**config.mk**
```make
export PLATFORM = sky130hd
export DESIGN_NAME = zero_cross_period_flat
export DESIGN_NICKNAME = d
export VERILOG_FILES = /design/src/rtl/zero_cross_period_if.sv /design/src/rtl/zero_cross_period.sv /design/src/flat_wrapper.sv
export SDC_FILE = /design/constraint.sdc
export NUM_CORES = 1
export LEC_CHECK = 0
export ABC_CLOCK_PERIOD_IN_PS = 7000
export BUFFER_PORTS_ARGS = -buffer_cell sky130_fd_sc_hd__buf_2
export CORE_MARGIN = 2
export CORE_UTILIZATION = 33
export DETAILED_ROUTE_END_ITERATION = 10
export PLACE_DENSITY = 0.57
export SLEW_MARGIN = 10
export SYNTH_ARGS = -nofsm -noshare
export SYNTH_HDL_FRONTEND = slang
export SYNTH_SLANG_ARGS = --single-unit
```
**constraint.sdc**
```tcl
create_clock -name clk -period 7 [get_ports clk]
set_input_delay 2.1 -clock clk [delete_from_list [all_inputs] [get_ports clk]]
set_output_delay 2.1 -clock clk [all_outputs]
set_load 0.01 [all_outputs]
```
**src/rtl/zero_cross_period_if.sv**
```systemverilog
// Crossing flag / period result bundle between detector side and period counter.
// Parameterised on the counter width so both ends agree on the period bus.
interface zero_cross_period_if #(
   parameter int CNT_W = 16
);
   logic             enable;
   logic             flag;
   logic [CNT_W-1:0] period;
   logic             period_valid;
   logic             locked;
   logic             timeout;

   modport master (
      output enable,
      output flag,
      input  period,
      input  period_valid,
      input  locked,
      input  timeout
   );

   modport slave (
      input  enable,
      input  flag,
      output period,
      output period_valid,
      output locked,
      output timeout
   );
endinterface

```
**src/rtl/zero_cross_period.sv**
```systemverilog
// Counts enabled samples between accepted zero crossings, with glitch rejection
// and saturation timeout. Define ZERO_CROSS_PERIOD_AVG_EN to average 2^LOG2_AVG periods.
module zero_cross_period #(
   parameter int CNT_W      = 16,
   parameter int MIN_PERIOD = 4,
   parameter int LOG2_AVG   = 2
) (
   input  logic                clk,
   input  logic                reset,
   zero_cross_period_if.slave  bus
);

   typedef enum logic {IDLE, MEASURE} state_t;

   localparam logic [CNT_W-1:0] CMAX = '1;
   localparam logic [CNT_W:0]   MINP = (CNT_W+1)'(MIN_PERIOD);

   state_t           state, state_n;
   logic [CNT_W-1:0] cnt, cnt_n;
   logic [CNT_W-1:0] period, period_n;
   logic             pvalid, pvalid_n;
   logic             locked, locked_n;
   logic             tout, tout_n;

   logic [CNT_W:0]   n;
   logic [CNT_W-1:0] nsat;
   logic             accept;
   logic             sat;

`ifdef ZERO_CROSS_PERIOD_AVG_EN
   logic [CNT_W+LOG2_AVG-1:0] acc, acc_n, acc_sum;
   logic [LOG2_AVG-1:0]       accn, accn_n;
`endif

   assign bus.period       = period;
   assign bus.period_valid = pvalid;
   assign bus.locked       = locked;
   assign bus.timeout      = tout;

   // Candidate period counts a sample arriving with the closing flag.
   always_comb begin
      n      = {1'b0, cnt} + (CNT_W+1)'(bus.enable);
      nsat   = n[CNT_W] ? CMAX : n[CNT_W-1:0];
      accept = (state == MEASURE) && bus.flag && (n >= MINP);
      sat    = (state == MEASURE) && bus.enable && (cnt == CMAX) && !accept;
   end

   // Next-state, counter and registered result logic.
   always_comb begin
      state_n  = state;
      cnt_n    = cnt;
      period_n = period;
      pvalid_n = 1'b0;
      locked_n = locked;
      tout_n   = 1'b0;
`ifdef ZERO_CROSS_PERIOD_AVG_EN
      acc_n    = acc;
      accn_n   = accn;
      acc_sum  = acc + {{LOG2_AVG{1'b0}}, nsat};
`endif
      unique case (state)
         IDLE: begin
            cnt_n = '0;
            if (bus.flag) state_n = MEASURE;
         end
         MEASURE: begin
            unique case (1'b1)
               accept: begin
                  cnt_n = '0;
`ifdef ZERO_CROSS_PERIOD_AVG_EN
                  if (accn == '1) begin
                     period_n = acc_sum[CNT_W+LOG2_AVG-1:LOG2_AVG];
                     pvalid_n = 1'b1;
                     locked_n = 1'b1;
                     acc_n    = '0;
                     accn_n   = '0;
                  end else begin
                     acc_n  = acc_sum;
                     accn_n = accn + 1'b1;
                  end
`else
                  period_n = nsat;
                  pvalid_n = 1'b1;
                  locked_n = 1'b1;
`endif
               end
               sat: begin
                  cnt_n    = '0;
                  tout_n   = 1'b1;
                  locked_n = 1'b0;
                  state_n  = IDLE;
`ifdef ZERO_CROSS_PERIOD_AVG_EN
                  acc_n    = '0;
                  accn_n   = '0;
`endif
               end
               default: begin
                  if (bus.enable) cnt_n = cnt + 1'b1;
               end
            endcase
         end
         default: state_n = IDLE;
      endcase
   end

   // State and output registers; reset overrides everything.
   always_ff @(posedge clk) begin
      if (reset) begin
         state  <= IDLE;
         cnt    <= '0;
         period <= '0;
         pvalid <= 1'b0;
         locked <= 1'b0;
         tout   <= 1'b0;
`ifdef ZERO_CROSS_PERIOD_AVG_EN
         acc    <= '0;
         accn   <= '0;
`endif
      end else begin
         state  <= state_n;
         cnt    <= cnt_n;
         period <= period_n;
         pvalid <= pvalid_n;
         locked <= locked_n;
         tout   <= tout_n;
`ifdef ZERO_CROSS_PERIOD_AVG_EN
         acc    <= acc_n;
         accn   <= accn_n;
`endif
      end
   end

endmodule

```
**src/flat_wrapper.sv**
```systemverilog
// flat-port wrapper written by rule: the top's interface ports become plain ports
module zero_cross_period_flat 
#(
   parameter int CNT_W      = 16,
   parameter int MIN_PERIOD = 4,
   parameter int LOG2_AVG   = 2
)
  (clk, reset, bus_enable, bus_flag, bus_period, bus_period_valid, bus_locked, bus_timeout);
  zero_cross_period_if #(.CNT_W(CNT_W)) bus_i ();
  input  logic clk;
  input  logic reset;
  input wire logic [$bits(bus_i.enable)-1:0] bus_enable;
  input wire logic [$bits(bus_i.flag)-1:0] bus_flag;
  output wire logic [$bits(bus_i.period)-1:0] bus_period;
  output wire logic [$bits(bus_i.period_valid)-1:0] bus_period_valid;
  output wire logic [$bits(bus_i.locked)-1:0] bus_locked;
  output wire logic [$bits(bus_i.timeout)-1:0] bus_timeout;
  assign bus_i.enable = bus_enable;
  assign bus_i.flag = bus_flag;
  assign bus_period = bus_i.period;
  assign bus_period_valid = bus_i.period_valid;
  assign bus_locked = bus_i.locked;
  assign bus_timeout = bus_i.timeout;
  zero_cross_period #(.CNT_W(CNT_W), .MIN_PERIOD(MIN_PERIOD), .LOG2_AVG(LOG2_AVG)) u_core (.clk(clk), .reset(reset), .bus(bus_i));
endmodule
```
==> impl_metrics.json, run 1 <==
{
  "synth_common_cells": "dfxtp_1, nor3_1, nand2_1",
  "post-route-min-period_ns": 4.721,
  "dieArea_um2": 7509,
  "ys_seq_area_frac": 0.3196,
  "cp_num_buf_inv": 1,
  "design.core.area_um2": 6719,
  "diodes": 0,
  "num_io_pins": 23,
  "clk_pin_slew_ns": 0.08,
  "synth_mux_area_frac": 0.1093,
  "cts_tree": "built",
  "syn_area_um2": 2255,
  "netlist_top_cells_area": "dfxtp_1, nor3_1, xnor2_1, mux2_2, nor2b_1",
  "dp_hpwl_um": 3713,
  "cts_setup_buffers": 0,
  "drt-total-wl_um": 5097,
  "async_reset_ff_frac": 0,
  "gp_congestion": 0.8449,
  "crit_chain": "buf_2 > ha_1 > ha_1 > nand3_4 > nor4_2 > mux2i_1 > nand4_1 > o211ai_4 > mux2_2",
  "finalMaxSlewViolations": 0,
  "cpLargestDelayFamily": "simple AND/OR/NAND/NOR gates",
  "p_total_mw": 0.4023,
  "power_density_nw_per_um2": 164.6,
  "max_slew_margin": 0.5290,
  "cp.required_ns": 7.18,
  "drive_above_1_share": 0.2111,
  "synth-xor-area-share": 0.06215,
  "grt_pass1_vias": 1738,
  "rows": 30,
  "worstMarginPinSlew_ns": 0.7032,
  "clock_latency_ns": 0.29,
  "end_kind": "flop",
  "clock_skew_ns": 0.003377,
  "synth_top_family_by_area": "simple AND/OR/NAND/NOR gates",
  "htree_levels": 2,
  "ctsHoldBuffers": 0,
  "path_class": "input port to flop",
  "setup_violations": 0,
  "cp_common_cell": "ha_1",
  "synth_flop_cell": "dfxtp_1",
  "worstPathMaxFanout": 19,
  "drc": 0,
  "finalCritPeriodShare": 0.6745,
  "port_buffers": 22,
  "crit_arrival_ns": 4.90,
  "wl_per_cell_um": 14.56,
  "overflow": 0,
  "syn_to_final_growth_pct": 8.435,
  "drv_cap": 0,
  "whs_ns": 0.4613,
  "stdcell_count": 350,
  "critPathMaxStageDelay_ns": 0.64,
  "clock-sinks": 36,
  "root_buffer": "clkbuf_8",
  "place_inst": 342,
  "cts_buffers": 5,
  "vias": 1890,
  "synth_adder_area_share": 0.01665,
  "antenna_found_initial": 0,
  "fillCellCount": 700,
  "outcome": "complete, no violations",
  "ys_types": 48,
  "synth_compound_area_frac": 0.1415,
  "drtIter0Drc": 138,
  "yosysTopAreaCell": "dfxtp_1",
  "fp.dieW_um": 86.66,
  "die-height_um": 86.66,
  "grt_usage": 0.1441,
  "avgSynthCellArea_um2": 8.573,
  "yosysTopAreaCellShare": 0.3196,
  "final-hold-violation-count": 0,
  "grt_max_degree": 32,
  "start_kind": "input port",
  "syn_nets": 270,
  "fin_tns_setup_ns": 0,
  "ys_ff_latch": 36,
  "ant_nets": 0,
  "rsz0062_at_grt": "no",
  "ir_worst_vdd_uv": 62.46,
  "layout.nets": 276,
  "cp_slowest_cell": "o211ai_4",
  "hold_class": "flop to flop",
  "initial_core_util": 0.3356,
  "vias_per_cell": 5.400,
  "cts_resized": 0,
  "yosysMostFrequentCell": "dfxtp_1",
  "clockBufferDepth": 2,
  "firstDrtPassIters": 4,
  "fmax_mhz": 211.8,
  "leakage_nw": 0.8710,
  "synth-edff-count": 0,
  "syn_inst": 263,
  "yosys_warnings": 0,
  "synthSimpleGateAreaFrac": 0.2841,
  "grt_pass1_wl_um": 8666
}
-- flip-flops by register name, indices dropped and copies added (netlist names) --
register / count
u_core.bus.timeout: 1
u_core.bus.locked: 1
u_core.bus.period: 16
u_core.bus.period_valid: 1
u_core.cnt: 16
u_core.state: 1
-- cells by family after synthesis --
group | Yosys count
AO/OA/AOI/OAI | 48
multiplexers | 21
XOR/XNOR | 16
adder cells (fa/ha/maj) | 3
flip-flops | 36
AND/OR/NAND/NOR | 111
buffers and inverters | 28
-- through the flow --
stage	util	area (um2)	worst slack, ns
detailed placement	0.3473	2333	1.962
global route	0.3639	2445	2.053
global placement	0.3473	2333	2.039
CTS	0.3639	2445	2.259
finish	0.3639	2445	2.279
floorplan	-	2255	2.549
-- final cells by class --
| cell class | count | area, um2 | share of cell area |
|---|---|---|---|
| clock inverter | 3 | 42.54 | 0.01740 |
| clock buffer | 5 | 68.82 | 0.02815 |
| sequential | 36 | 720.7 | 0.2948 |
| multi-input combinational | 199 | 1384 | 0.5660 |
| tap | 80 | 100.1 | 0.04094 |
| timing repair buffer | 22 | 110.1 | 0.04504 |
| inverter | 5 | 18.77 | 0.007677 |
-- where the power goes --
| group | internal [mW] | switching, mW | total, mW |
|---|---|---|---|
| combinational | 0.00259 | 0.00828 | 0.0109 |
| clock | 0.105 | 0.0794 | 0.185 |
| sequential | 0.205 | 0.00141 | 0.207 |
-- path summary, 6_finish.rpt --
check / start / endpoint / slack [ns] / depth (start not counted)
max: bus_enable / u_core.bus.period[9]$_SDFFE_PP0P_ / 2.28 / 9
min: u_core.bus.period[0]$_SDFFE_PP0P_ / u_core.bus.period[0]$_SDFFE_PP0P_ / 0.46 / 2
max reg2reg: u_core.cnt[0]$_SDFFE_PP0P_ / u_core.bus.period[9]$_SDFFE_PP0P_ / 3.85 / 8
min reg2reg: u_core.bus.period[0]$_SDFFE_PP0P_ / u_core.bus.period[0]$_SDFFE_PP0P_ / 0.46 / 2
-- cells in the final DEF (no fill, tap or decap), drive strengths merged, types with 7 or more instances in the layout --
cell	count
mux2i	7
o21ai	13
nand2	19
nand4	10
nor4	10
dfxtp	36
nor3	26
nor2b	14
mux2	14
buf	22
a21oi	14
xnor2	13
nor2	15
-- tightest hold or removal path: stages, from the launching register on --
cell     delay, ns
dfxtp_1       0.31
nand2_1       0.05
mux2i_1       0.05
-- metal layers --
layer,vias up,track usage,part of all wire
met1,866,0.1850,0.48
li1,956,-,-
met2,53,0.2357,0.45
met5,-,0,0
met3,15,0.03238,0.043
met4,0,0.05398,0.024
Power figures use the tool's default switching activity.
==> run 2, diff against run 1 <==
- ABC_CLOCK_PERIOD_IN_PS: 7000 -> 4700
- clock period: 7 -> 4.7 ns (I/O delays scaled with it)
==> impl_metrics.json, run 2 (synthesis results as in run 1) <==
{
  "outcome": "complete, no violations",
  "grt_pass1_vias": 1845,
  "cts_setup_buffers": 0,
  "clk_pin_slew_ns": 0.07,
  "firstDrtPassIters": 4,
  "crit_chain": "buf_2 > ha_1 > ha_1 > nand3_4 > nor4_2 > mux2i_1 > nand4_1 > o211ai_4 > mux2_2",
  "finalCritPeriodShare": 0.8383,
  "design.core.area_um2": 6719,
  "final-hold-violation-count": 0,
  "cp_common_cell": "ha_1",
  "end_kind": "flop",
  "drt-total-wl_um": 5197,
  "root_buffer": "clkbuf_8",
  "cpLargestDelayFamily": "simple AND/OR/NAND/NOR gates",
  "clock-sinks": 36,
  "diodes": 0,
  "dieArea_um2": 7509,
  "cts_buffers": 5,
  "clockBufferDepth": 2,
  "ir_worst_vdd_uv": 97.69,
  "fmax_mhz": 253.8,
  "grt_max_degree": 32,
  "cp_slowest_cell": "o211ai_4",
  "internal-power_mw": 0.4403,
  "port_buffers": 22,
  "layout_commonest_cell": "dfxtp_1",
  "pwr-share-comb": 0.029,
  "path_class": "input port to flop",
  "post-route-util": 0.3628,
  "busiest_layer": "met2",
  "layout.nets": 277,
  "clock_latency_ns": 0.29,
  "htree_levels": 2,
  "fin_tns_setup_ns": 0,
  "leakage_nw": 0.8713,
  "drv_cap": 0,
  "num_io_pins": 23,
  "clkPwrFrac": 0.422,
  "max_slew_margin": 0.5335,
  "worstPathMaxFanout": 15,
  "fp.dieW_um": 86.66,
  "finalMaxSlewViolations": 0,
  "grt_util_met2": 0.2420,
  "post-route-min-period_ns": 3.940,
  "vias_per_cell": 5.420,
  "rsz0062_at_grt": "no",
  "top_regs": "u_core.bus.period (16), u_core.cnt (16)",
  "die-height_um": 86.66,
  "min_from": "u_core.bus.locked$_SDFFE_PP0P_",
  "initial_core_util": 0.3356,
  "startpoint": "bus_enable",
  "worstMarginPinSlew_ns": 0.6997,
  "crit_arrival_ns": 4.11,
  "grt_usage": 0.1467,
  "rows": 30,
  "dp_hpwl_um": 3752,
  "start_kind": "input port",
  "switching_share": 0.2166,
  "switching_power_mw": 0.1217,
  "met3_usage": 0.02857,
  "whs_ns": 0.4555,
  "drtIter0Drc": 155,
  "power.share.sequential": 0.548,
  "hold_class": "flop to flop",
  "gp_congestion": 0.8870,
  "drive_above_1_share": 0.2111,
  "drc": 0,
  "cts_tree": "built",
  "cp.required_ns": 4.87,
  "final_cell_mix": "dfxtp_1, nor3_1, buf_2, nand2_1, nor2_1",
  "critPathMaxStageDelay_ns": 0.54,
  "syn_to_final_growth_pct": 8.102,
  "cts_resized": 0,
  "power_density_nw_per_um2": 230.6,
  "use_met1": 0.1925,
  "cp_num_buf_inv": 1,
  "wl_per_cell_um": 14.85,
  "ctsHoldBuffers": 0,
  "ant_nets": 0,
  "setup_violations": 0,
  "overflow": 0,
  "worstReg2RegStart": "u_core.cnt[0]$_SDFFE_PP0P_",
  "clock_skew_ns": 0.008304,
  "vias": 1897,
  "grt_pass1_wl_um": 8976,
  "antenna_found_initial": 0
}
run 2: area by class of cell:
class | instances | area [um2]
Inverter | 5 | 18.77
Fill cell | 711 | 4282
Tap cell | 80 | 100.1
Timing Repair Buffer | 23 | 117.6
Sequential cell | 36 | 720.7
Multi-Input combinational cell | 199 | 1384
Clock buffer | 7 | 96.34
run 2: path summary, 6_finish.rpt:
check                                                     endpoint  cells past startpoint  slack (ns)
worst max-delay path            u_core.bus.period[13]$_SDFFE_PP0P_                      9        0.76
worst min-delay path                u_core.bus.locked$_SDFFE_PP0P_                      2        0.46
worst max register to register  u_core.bus.period[13]$_SDFFE_PP0P_                      8        1.65
worst min register to register      u_core.bus.locked$_SDFFE_PP0P_                      2        0.46
run 2: metal layers:
metal / share of wire / wire length, um
met2: 0.46 / 2385
met4: 0.020 / 103
met3: 0.052 / 270
met1: 0.47 / 2438
met5: 0 / 0
run 2: power groups by stage:
stage	combinational (mW)	clock, mW	sequential [mW]
CTS	0.0163	0.246	0.308
global placement	0.0165	0	0.315
global route	0.0182	0.260	0.308
detailed placement	0.0162	0	0.315
finish	0.0164	0.237	0.308
floorplan	0.0115	0	0.314
run 2: through the flow:
| step | power (mW) | cell area (um2) | cells | worst slack (ns) |
|---|---|---|---|---|
| 2_1_floorplan | 0.3259 | 2255 | 263 | 0.9386 |
| 3_5_place_dp | 0.3313 | 2341 | 343 | 0.4538 |
| 4_1_cts | 0.5706 | 2437 | 350 | 0.7762 |
| 3_3_place_gp | 0.3316 | 2341 | 343 | 0.5489 |
| 6_report | 0.5620 | 2437 | 350 | 0.7598 |
| 5_1_grt | 0.5865 | 2437 | 350 | 0.5233 |
run 2: worst min-delay path, stage by stage (launching register included):
cell,delay (ns)
dfxtp_1,0.31
nand2_1,0.05
a21oi_1,0.05
==> run 3, diff against run 2 <==
- ABC_CLOCK_PERIOD_IN_PS: 4700 -> 3700
- clock period: 4.7 -> 3.7 ns (I/O delays scaled with it)
==> impl_metrics.json, run 3 (synthesis results as in run 1) <==
{
  "outcome": "complete, no violations",
  "clkPwrFrac": 0.420,
  "firstDrtPassIters": 4,
  "rsz0062_at_grt": "no",
  "worstMarginPinSlew_ns": 0.6557,
  "grt_usage": 0.1448,
  "drive_above_1_share": 0.2226,
  "initial_core_util": 0.3356,
  "layout_commonest_cell": "dfxtp_1",
  "grt_pass1_vias": 1775,
  "max_slew_margin": 0.5629,
  "drtIter0Drc": 164,
  "drc": 0,
  "top_regs": "u_core.bus.period (16), u_core.cnt (16)",
  "crit_arrival_ns": 3.44,
  "die-height_um": 86.66,
  "cts_resized": 0,
  "syn_to_final_growth_pct": 9.989,
  "worstPathMaxFanout": 19,
  "clock-sinks": 36,
  "grt_pass1_wl_um": 8749,
  "end_kind": "flop",
  "place_inst": 347,
  "diodes": 0,
  "power.share.sequential": 0.550,
  "dieArea_um2": 7509,
  "vias_per_cell": 5.331,
  "switching_power_mw": 0.1517,
  "drv_cap": 0,
  "grt_max_degree": 32,
  "cts_tree": "built",
  "vias": 1887,
  "drt-total-wl_um": 5084,
  "ctsHoldBuffers": 0,
  "fin_tns_setup_ns": 0,
  "cts_setup_buffers": 0,
  "power_density_nw_per_um2": 286.8,
  "design.core.area_um2": 6719,
  "fmax_mhz": 306.1,
  "fin_area_um2": 2480,
  "overflow": 0,
  "hold_class": "flop to flop",
  "clock_latency_ns": 0.29,
  "clock_skew_ns": 0.004446,
  "cp.required_ns": 3.88,
  "root_buffer": "clkbuf_8",
  "internal-power_mw": 0.5596,
  "antenna_found_initial": 0,
  "leakage_nw": 0.8996,
  "htree_levels": 2,
  "path_class": "input port to flop",
  "finalCritPeriodShare": 0.8828,
  "post-place-ws_ns": 0.1133,
  "gp_congestion": 0.8252,
  "num_io_pins": 23,
  "final-hold-violation-count": 0,
  "post-route-min-period_ns": 3.267,
  "clockBufferDepth": 2,
  "ant_nets": 0,
  "setup_violations": 0,
  "final_cell_mix": "dfxtp_1, nor3_1, buf_2, nand2_1, nor2_1",
  "cts_buffers": 5,
  "start_kind": "input port",
  "whs_ns": 0.4628,
  "dp_hpwl_um": 3687,
  "ir_worst_vdd_uv": 102.2,
  "port_buffers": 22,
  "stdcell_count": 354,
  "switching_share": 0.2133,
  "finalMaxSlewViolations": 0,
  "layout.nets": 281,
  "placed_area_um2": 2384,
  "wl_per_cell_um": 14.36,
  "pwr-share-comb": 0.030,
  "fin_ws_ns": 0.4335,
  "clk_pin_slew_ns": 0.07,
  "fp.dieW_um": 86.66,
  "rows": 30
}
[run 3: changes by cell type in the layout (fill, tap and decap cells not counted)]
cell / before / now
buf_4: 1 / 4
buf_12: 0 / 1
[run 3: layout make-up]
type                    count  area, um2
inverters                   5      18.77
well taps                  80      100.1
clock buffers               7      96.34
flip-flops and latches     36      720.7
multi-input cells         199       1384
fillers                   677       4239
repair buffers             27      160.2
[run 3: per-stage QoR]
step	power, mW	util
finish	0.7113	0.3691
global route	0.7395	0.3691
CTS	0.7235	0.3691
detailed placement	0.4212	0.3547
global placement	0.4211	0.3547
floorplan	0.4139	-
[run 3: worst max-delay path: stages]
cell and delay [ns]:
buf_2 0.18, ha_1 0.19, ha_1 0.21, nand3_4 0.14
nor4_2 0.44, mux2i_1 0.22, nand4_1 0.17, o211ai_4 0.24
buf_12 0.19, mux2_2 0.34
[run 3: routing by layer]
layer	track usage	wire, um	up-vias	share of wire
li1	-	-	962	-
met1	0.1940	2448	861	0.48
met2	0.2392	2321	57	0.46
met3	0.02571	248	7	0.049
met4	0.03977	65	0	0.013
met5	0	0	-	0
[run 3: final timing paths]
kind | slack, ns | cells past startpoint | from | endpoint
hold / removal | 0.46 | 2 | u_core.bus.locked$_SDFFE_PP0P_ | u_core.bus.locked$_SDFFE_PP0P_
setup / recovery | 0.43 | 10 | bus_enable | u_core.bus.period[13]$_SDFFE_PP0P_
setup reg to reg | 1.04 | 9 | u_core.cnt[0]$_SDFFE_PP0P_ | u_core.bus.period[13]$_SDFFE_PP0P_
hold reg to reg | 0.46 | 2 | u_core.bus.locked$_SDFFE_PP0P_ | u_core.bus.locked$_SDFFE_PP0P_
[run 3: power groups by stage]
| stage | registers [mW] | logic, mW | clock network [mW] |
|---|---|---|---|
| after global placement | 0.400 | 0.0211 | 0 |
| after detailed placement | 0.400 | 0.0212 | 0 |
| after global routing | 0.391 | 0.0238 | 0.325 |
| final | 0.391 | 0.0212 | 0.299 |
| after CTS | 0.391 | 0.0212 | 0.311 |
| after floorplan | 0.399 | 0.0146 | 0 |
